[src/rtl/regfile_sequencer.sv]
// Purpose: command sequencer in front of the 8 x 32-bit register file (R1-R4, S1-S4).
//   It runs LOAD / MOVE / CLEAR / SWAP (through S4) / INCN and drives the register file's controls.
// Latency: accept at edge 0; LOAD/MOVE/CLEAR write at edge 1, SWAP at edges 1-3, INCN at edges 1..N;
//   Done pulses in the cycle after the last write, or after edge 0 on error or N=0.
// Backpressure: CmdReady is high only in IDLE, so a command is not accepted while Busy and is not queued.
// Ports:
//   Clock/Reset          clock; synchronous active-high reset
//   CmdValid/CmdReady    command handshake
//   Cmd/SrcA/Dst/Data    command operands
//   RfOutA               read-back of the register file OutA port
//   RfOutASel/RfOutBSel  register file read selects
//   RfFunSel             register file function select
//   RfRegSel/RfScrSel    write enables for R1-R4 and S1-S4
//   RfI                  register file write data
//   Busy/Done/Err        status outputs
module regfile_sequencer (
  input  logic        Clock,
  input  logic        Reset,
  input  logic        CmdValid,
  output logic        CmdReady,
  input  logic [2:0]  Cmd,
  input  logic [2:0]  SrcA,
  input  logic [2:0]  Dst,
  input  logic [31:0] Data,
  input  logic [31:0] RfOutA,
  output logic [2:0]  RfOutASel,
  output logic [2:0]  RfOutBSel,
  output logic [2:0]  RfFunSel,
  output logic [3:0]  RfRegSel,
  output logic [3:0]  RfScrSel,
  output logic [31:0] RfI,
  output logic        Busy,
  output logic        Done,
  output logic        Err
);

  typedef enum logic [2:0] {
    S_IDLE, S_EXEC, S_SWAP1, S_SWAP2, S_SWAP3, S_INC, S_DONE
  } state_t;

  localparam logic [2:0] CMD_LOAD  = 3'b000;
  localparam logic [2:0] CMD_MOVE  = 3'b001;
  localparam logic [2:0] CMD_SWAP  = 3'b010;
  localparam logic [2:0] CMD_CLEAR = 3'b011;
  localparam logic [2:0] CMD_INCN  = 3'b100;

  localparam logic [2:0] FUN_INC   = 3'b001;
  localparam logic [2:0] FUN_LOAD  = 3'b010;
  localparam logic [2:0] FUN_CLR   = 3'b011;

  localparam logic [2:0] IDX_S4    = 3'd7;

  state_t      state_q, state_d;
  logic [2:0]  cmd_q, cmd_d;
  logic [2:0]  src_q, src_d;
  logic [2:0]  dst_q, dst_d;
  logic [31:0] data_q, data_d;
  logic [3:0]  cnt_q, cnt_d;
  logic        err_q, err_d;

  logic        accept;
  logic        wr_en;
  logic [2:0]  wr_idx;
  logic [2:0]  fun;
  logic [2:0]  asel;
  logic [31:0] rfi;
  logic [7:0]  en8;

  assign CmdReady = (state_q == S_IDLE) && !Reset;
  assign accept   = CmdValid && CmdReady;

  // Next-state and operand latching
  always_comb begin
    state_d = state_q;
    cmd_d   = cmd_q;
    src_d   = src_q;
    dst_d   = dst_q;
    data_d  = data_q;
    cnt_d   = cnt_q;
    err_d   = err_q;
    case (state_q)
      S_IDLE: begin
        if (accept) begin
          cmd_d  = Cmd;
          src_d  = SrcA;
          dst_d  = Dst;
          data_d = Data;
          cnt_d  = Data[3:0];
          err_d  = 1'b0;
          case (Cmd)
            CMD_LOAD, CMD_MOVE, CMD_CLEAR: state_d = S_EXEC;
            CMD_SWAP: begin
              // S4 is the swap scratch, so it cannot be an operand
              if (SrcA == IDX_S4 || Dst == IDX_S4) begin
                err_d   = 1'b1;
                state_d = S_DONE;
              end else begin
                state_d = S_SWAP1;
              end
            end
            CMD_INCN: state_d = (Data[3:0] == 4'd0) ? S_DONE : S_INC;
            default: begin
              err_d   = 1'b1;
              state_d = S_DONE;
            end
          endcase
        end
      end
      S_EXEC:  state_d = S_DONE;
      S_SWAP1: state_d = S_SWAP2;
      S_SWAP2: state_d = S_SWAP3;
      S_SWAP3: state_d = S_DONE;
      S_INC: begin
        cnt_d = cnt_q - 4'd1;
        if (cnt_q == 4'd1) state_d = S_DONE;
      end
      S_DONE:  state_d = S_IDLE;
      default: state_d = S_IDLE;
    endcase
  end

  always_ff @(posedge Clock) begin
    if (Reset) begin
      state_q <= S_IDLE;
      cmd_q   <= 3'd0;
      src_q   <= 3'd0;
      dst_q   <= 3'd0;
      data_q  <= 32'd0;
      cnt_q   <= 4'd0;
      err_q   <= 1'b0;
    end else begin
      state_q <= state_d;
      cmd_q   <= cmd_d;
      src_q   <= src_d;
      dst_q   <= dst_d;
      data_q  <= data_d;
      cnt_q   <= cnt_d;
      err_q   <= err_d;
    end
  end

  // Per-state register file controls; the defaults are the idle values
  always_comb begin
    wr_en  = 1'b0;
    wr_idx = dst_q;
    fun    = FUN_LOAD;
    asel   = src_q;
    rfi    = data_q;
    case (state_q)
      S_EXEC: begin
        wr_en = 1'b1;
        case (cmd_q)
          CMD_MOVE:  rfi = RfOutA;
          CMD_CLEAR: fun = FUN_CLR;
          default:   rfi = data_q;
        endcase
      end
      S_SWAP1: begin
        wr_en  = 1'b1;
        wr_idx = IDX_S4;
        rfi    = RfOutA;
      end
      S_SWAP2: begin
        wr_en  = 1'b1;
        wr_idx = src_q;
        asel   = dst_q;
        rfi    = RfOutA;
      end
      S_SWAP3: begin
        wr_en  = 1'b1;
        asel   = IDX_S4;
        rfi    = RfOutA;
      end
      S_INC: begin
        wr_en = 1'b1;
        fun   = FUN_INC;
      end
      default: wr_en = 1'b0;
    endcase
  end

  // The index maps onto {RegSel,ScrSel} as bit (7-idx): R1 is bit 7 and S4 is bit 0.
  // Gating with Reset blocks any write on a reset edge in the middle of a command.
  assign en8                  = (wr_en && !Reset) ? (8'h80 >> wr_idx) : 8'h00;
  assign {RfRegSel, RfScrSel} = en8;

  assign RfFunSel  = Reset ? FUN_LOAD : fun;
  assign RfOutASel = Reset ? 3'd0 : asel;
  assign RfOutBSel = Reset ? 3'd0 : dst_q;
  assign RfI       = Reset ? 32'd0 : rfi;
  assign Busy      = (state_q != S_IDLE) && !Reset;
  assign Done      = (state_q == S_DONE) && !Reset;
  assign Err       = Done && err_q;

endmodule
[config.mk]
export PLATFORM = sky130hd
export DESIGN_NAME = regfile_sequencer
export DESIGN_NICKNAME = d
export VERILOG_FILES = /design/src/rtl/regfile_sequencer.sv
export SDC_FILE = /design/constraint.sdc
export NUM_CORES = 1
export LEC_CHECK = 0
export CAP_MARGIN = 10
export CORE_UTILIZATION = 41
export DETAILED_ROUTE_END_ITERATION = 6
export HOLD_SLACK_MARGIN = 0.02
export PLACE_DENSITY = 0.8
export SLEW_MARGIN = 40
export SYNTH_ARGS = -nofsm -noshare
export SYNTH_HDL_FRONTEND = slang
export SYNTH_SLANG_ARGS = --single-unit
[constraint.sdc]
create_clock -name Clock -period 1.9 [get_ports Clock]
set_clock_uncertainty 0.05 [all_clocks]
set_input_delay 0.285 -clock Clock [delete_from_list [all_inputs] [get_ports Clock]]
set_output_delay 0.285 -clock Clock [all_outputs]
set_load 0.005 [all_outputs]
==> metrics <==
DRT Pass-1 Iters 7; clock-pin slew on the worst setup and hold paths about 90 ps; minimum clock period around 2100 ps; compound-gate portion of the synthesized area 0.2109; WS Path Type flip-flop to primary output; GPL Wtd Cong 0.8836; DR top layer met4; FP Rows 29; commonest non-fill, non-tap cell in the layout nand2_1; synthesized area per cell around 6.8 um2; status finished, violations left; asr flop ratio synth 0; first-pass GRT wire length 14.43 mm; Std-Cell Core Area 0.006422 mm2; most frequent cells in the layout 101 x nand2_1, 78 x clkdlybuf4s50_1, 43 x dfxtp_1, 43 x buf_2, 31 x nand2_2; RSZ-0062 raised after global routing yes; cell breakdown of the critical path and4bb_2 > o31a_1 > buf_6 > buf_8 > nand2_2 > a21oi_2 > buf_2; via count of the first global-routing pass 3,184; CP top delay family buffers and inverters; Mapped Cells 402; Root Driver clkbuf_8; xor and xnor area share after synthesis 0; met2 routed WL approximately 5.0 mm; Cell variety after synth 47; post-synthesis mux area share 0.02779; adder-cell share of the synthesized area 0.009112; Critical Path Source Type flip-flop; M1 WL 3.696 mm; number of enable flip-flop cells after synthesis 0; Die Wd 83.85 um; DR WL met3 roughly 460 um; post-layout util 0.7417; Crit path largest cell delay 330 ps; number of DRC markers in iteration 0 120; initial antenna violation count 0; Peak VDD IR 0.7637 mV; die height between 80 and 90 um; Leak 1.927 nW; vias after detailed routing 3,361; ANT cells 0; DRC errors left 14; Final WS setup -232.8 ps; failing checks DRC, setup timing; clk buf depth 2; Yosys top cell by area dfxtp_1; total design power 5.406 mW; ranking of synthesized cells by area dfxtp_1 36%, nand2_1 21%, a21oi_1 7.7%; post-synth top area share 0.3572; Slew Viols, Final 0; worst-skew pair later-pin latency 310 ps; initial cell density of the core 0.4276; critical path peak fanout 5; register area share after synthesis 0.3572; Critical Path RT 1560 ps; total I/O pin count 129; fin cells about 630; Syn. warnings 0; Hold Buf Count CTS 0; Max-cap violations 0; syn nets 480; largest net degree at the start of global routing 37; final setup fails 43; Num CTS Buffers 5; Worst EP arrival approximately 1800 ps; Hold WC Path Type flip-flop to flip-flop; share of cells above drive strength 1 0.3734; H-tree depth 2; via/cell ratio 5.301; Overflow after GRT 0; DPL Wire Length 6.177 mm; CTS tree yes; pre-CTS setup slack -213.3 ps; CTS Sinks 49; WL final 9.412 mm; Crit-path slowest cell dfxtp_2; FMAX 0.4689 GHz; nature of the critical path endpoint primary output; ANT nets after route 0; Simple-Gate Fraction of Synth Area 0.3185; Power Dens Cells 1135 mW/mm2; #FFs+latches synth a little under 50; IO buf count 127; placed cell count 609; largest family of logic cells by synthesized area simple AND/OR/NAND/NOR gates; final hold vios 0; Primary FF master, synth dfxtp_1; area grow syn2layout 73.44%; Mapped Area 0.002746 mm2; fin crit share 1.123; Crit path buffers/inverters 3; WL/cell 14.85 um; Layout Nets 634; all-layer global routing usage 0.2532; area of the die roughly 0.007 mm2; Hold WS 410.2 ps
final timing paths:
kind / start / to / slack, ps / depth (start not counted)
setup / recovery: cmd_q[1] / RfI[30] / -230 / 7
hold / removal: data_q[1] / data_q[1] / 410 / 2
setup reg to reg: state_q[2] / cmd_q[2] / 110 / 8
hold reg to reg: data_q[1] / data_q[1] / 410 / 2
flip-flops by register name, indices dropped and copies added, names as in the netlist:
name     flops
data_q      32
state_q      3
err_q        1
src_q        3
cmd_q        3
cnt_q        4
dst_q        3
cell families after synthesis:
family / after synthesis
AOI/OAI and AO/OA: 102
adders and majority gates: 2
buffers and inverters: 38
DFF: 49
muxes: 7
other: 1
and+or+nand+nor: 203
power breakdown:
part | switching, mW | total [mW] | internal [mW]
Combinational | 1.69 | 3.38 | 1.69
Sequential | 0.170 | 1.41 | 1.24
Clock | 0.354 | 0.615 | 0.261
Total | 2.21 | 5.41 | 3.19
Yosys cell counts (2+ instances only):
library cell  count
o21ai_0          25
mux2_2            5
ha_1              2
nor2b_1           5
nor2_1           17
mux2i_1           2
nand3_1           8
o21bai_1          3
a31oi_1           7
nor3_1            2
nand2_1         151
inv_1             7
a21oi_1          42
o21ai_1          11
buf_4             3
buf_6             5
clkbuf_1         10
nor3b_1           2
dfxtp_1          49
and2_1            2
a211oi_1          4
nand2b_1          4
buf_2            12
worst register-to-register path, delay by kind of cell (launching register included):
family	cells	cell delay (ps)
simple gates	3	590
buf+inv	4	660
compound gates	1	70
flops	1	330
stage by stage:
stage | cell area, um2 | TNS, ps
after floorplan | 2746 | 0
after global placement | 4215 | -6716
after detailed placement | 4215 | -7340
after CTS | 4422 | -7308
after global routing | 4763 | -10300
final | 4763 | -6982
routing by layer:
metal	up-vias	global-route usage
li1	1651	-
met1	1574	0.3017
met2	112	0.4560
met3	24	0.04253
met4	0	0.08934
met5	-	0
repair_timing:
action                                  4_1_cts  5_1_grt
gates cloned                                  6        0
resized for setup                           246       89
endpoints found under the setup margin       49       79
setup buffers                                 8        3
pin swaps                                    40       47
layout make-up:
class                      count  area (um2)
multi-input combinational    315        1996
fill                         517        1659
timing repair buffer         177        1563
sequential                    49       991.0
tap                           77       96.34
clock buffer                   7       76.32
inverter                       8       33.78
clock inverter                 1       7.507
(Power assumes the default switching activity.)
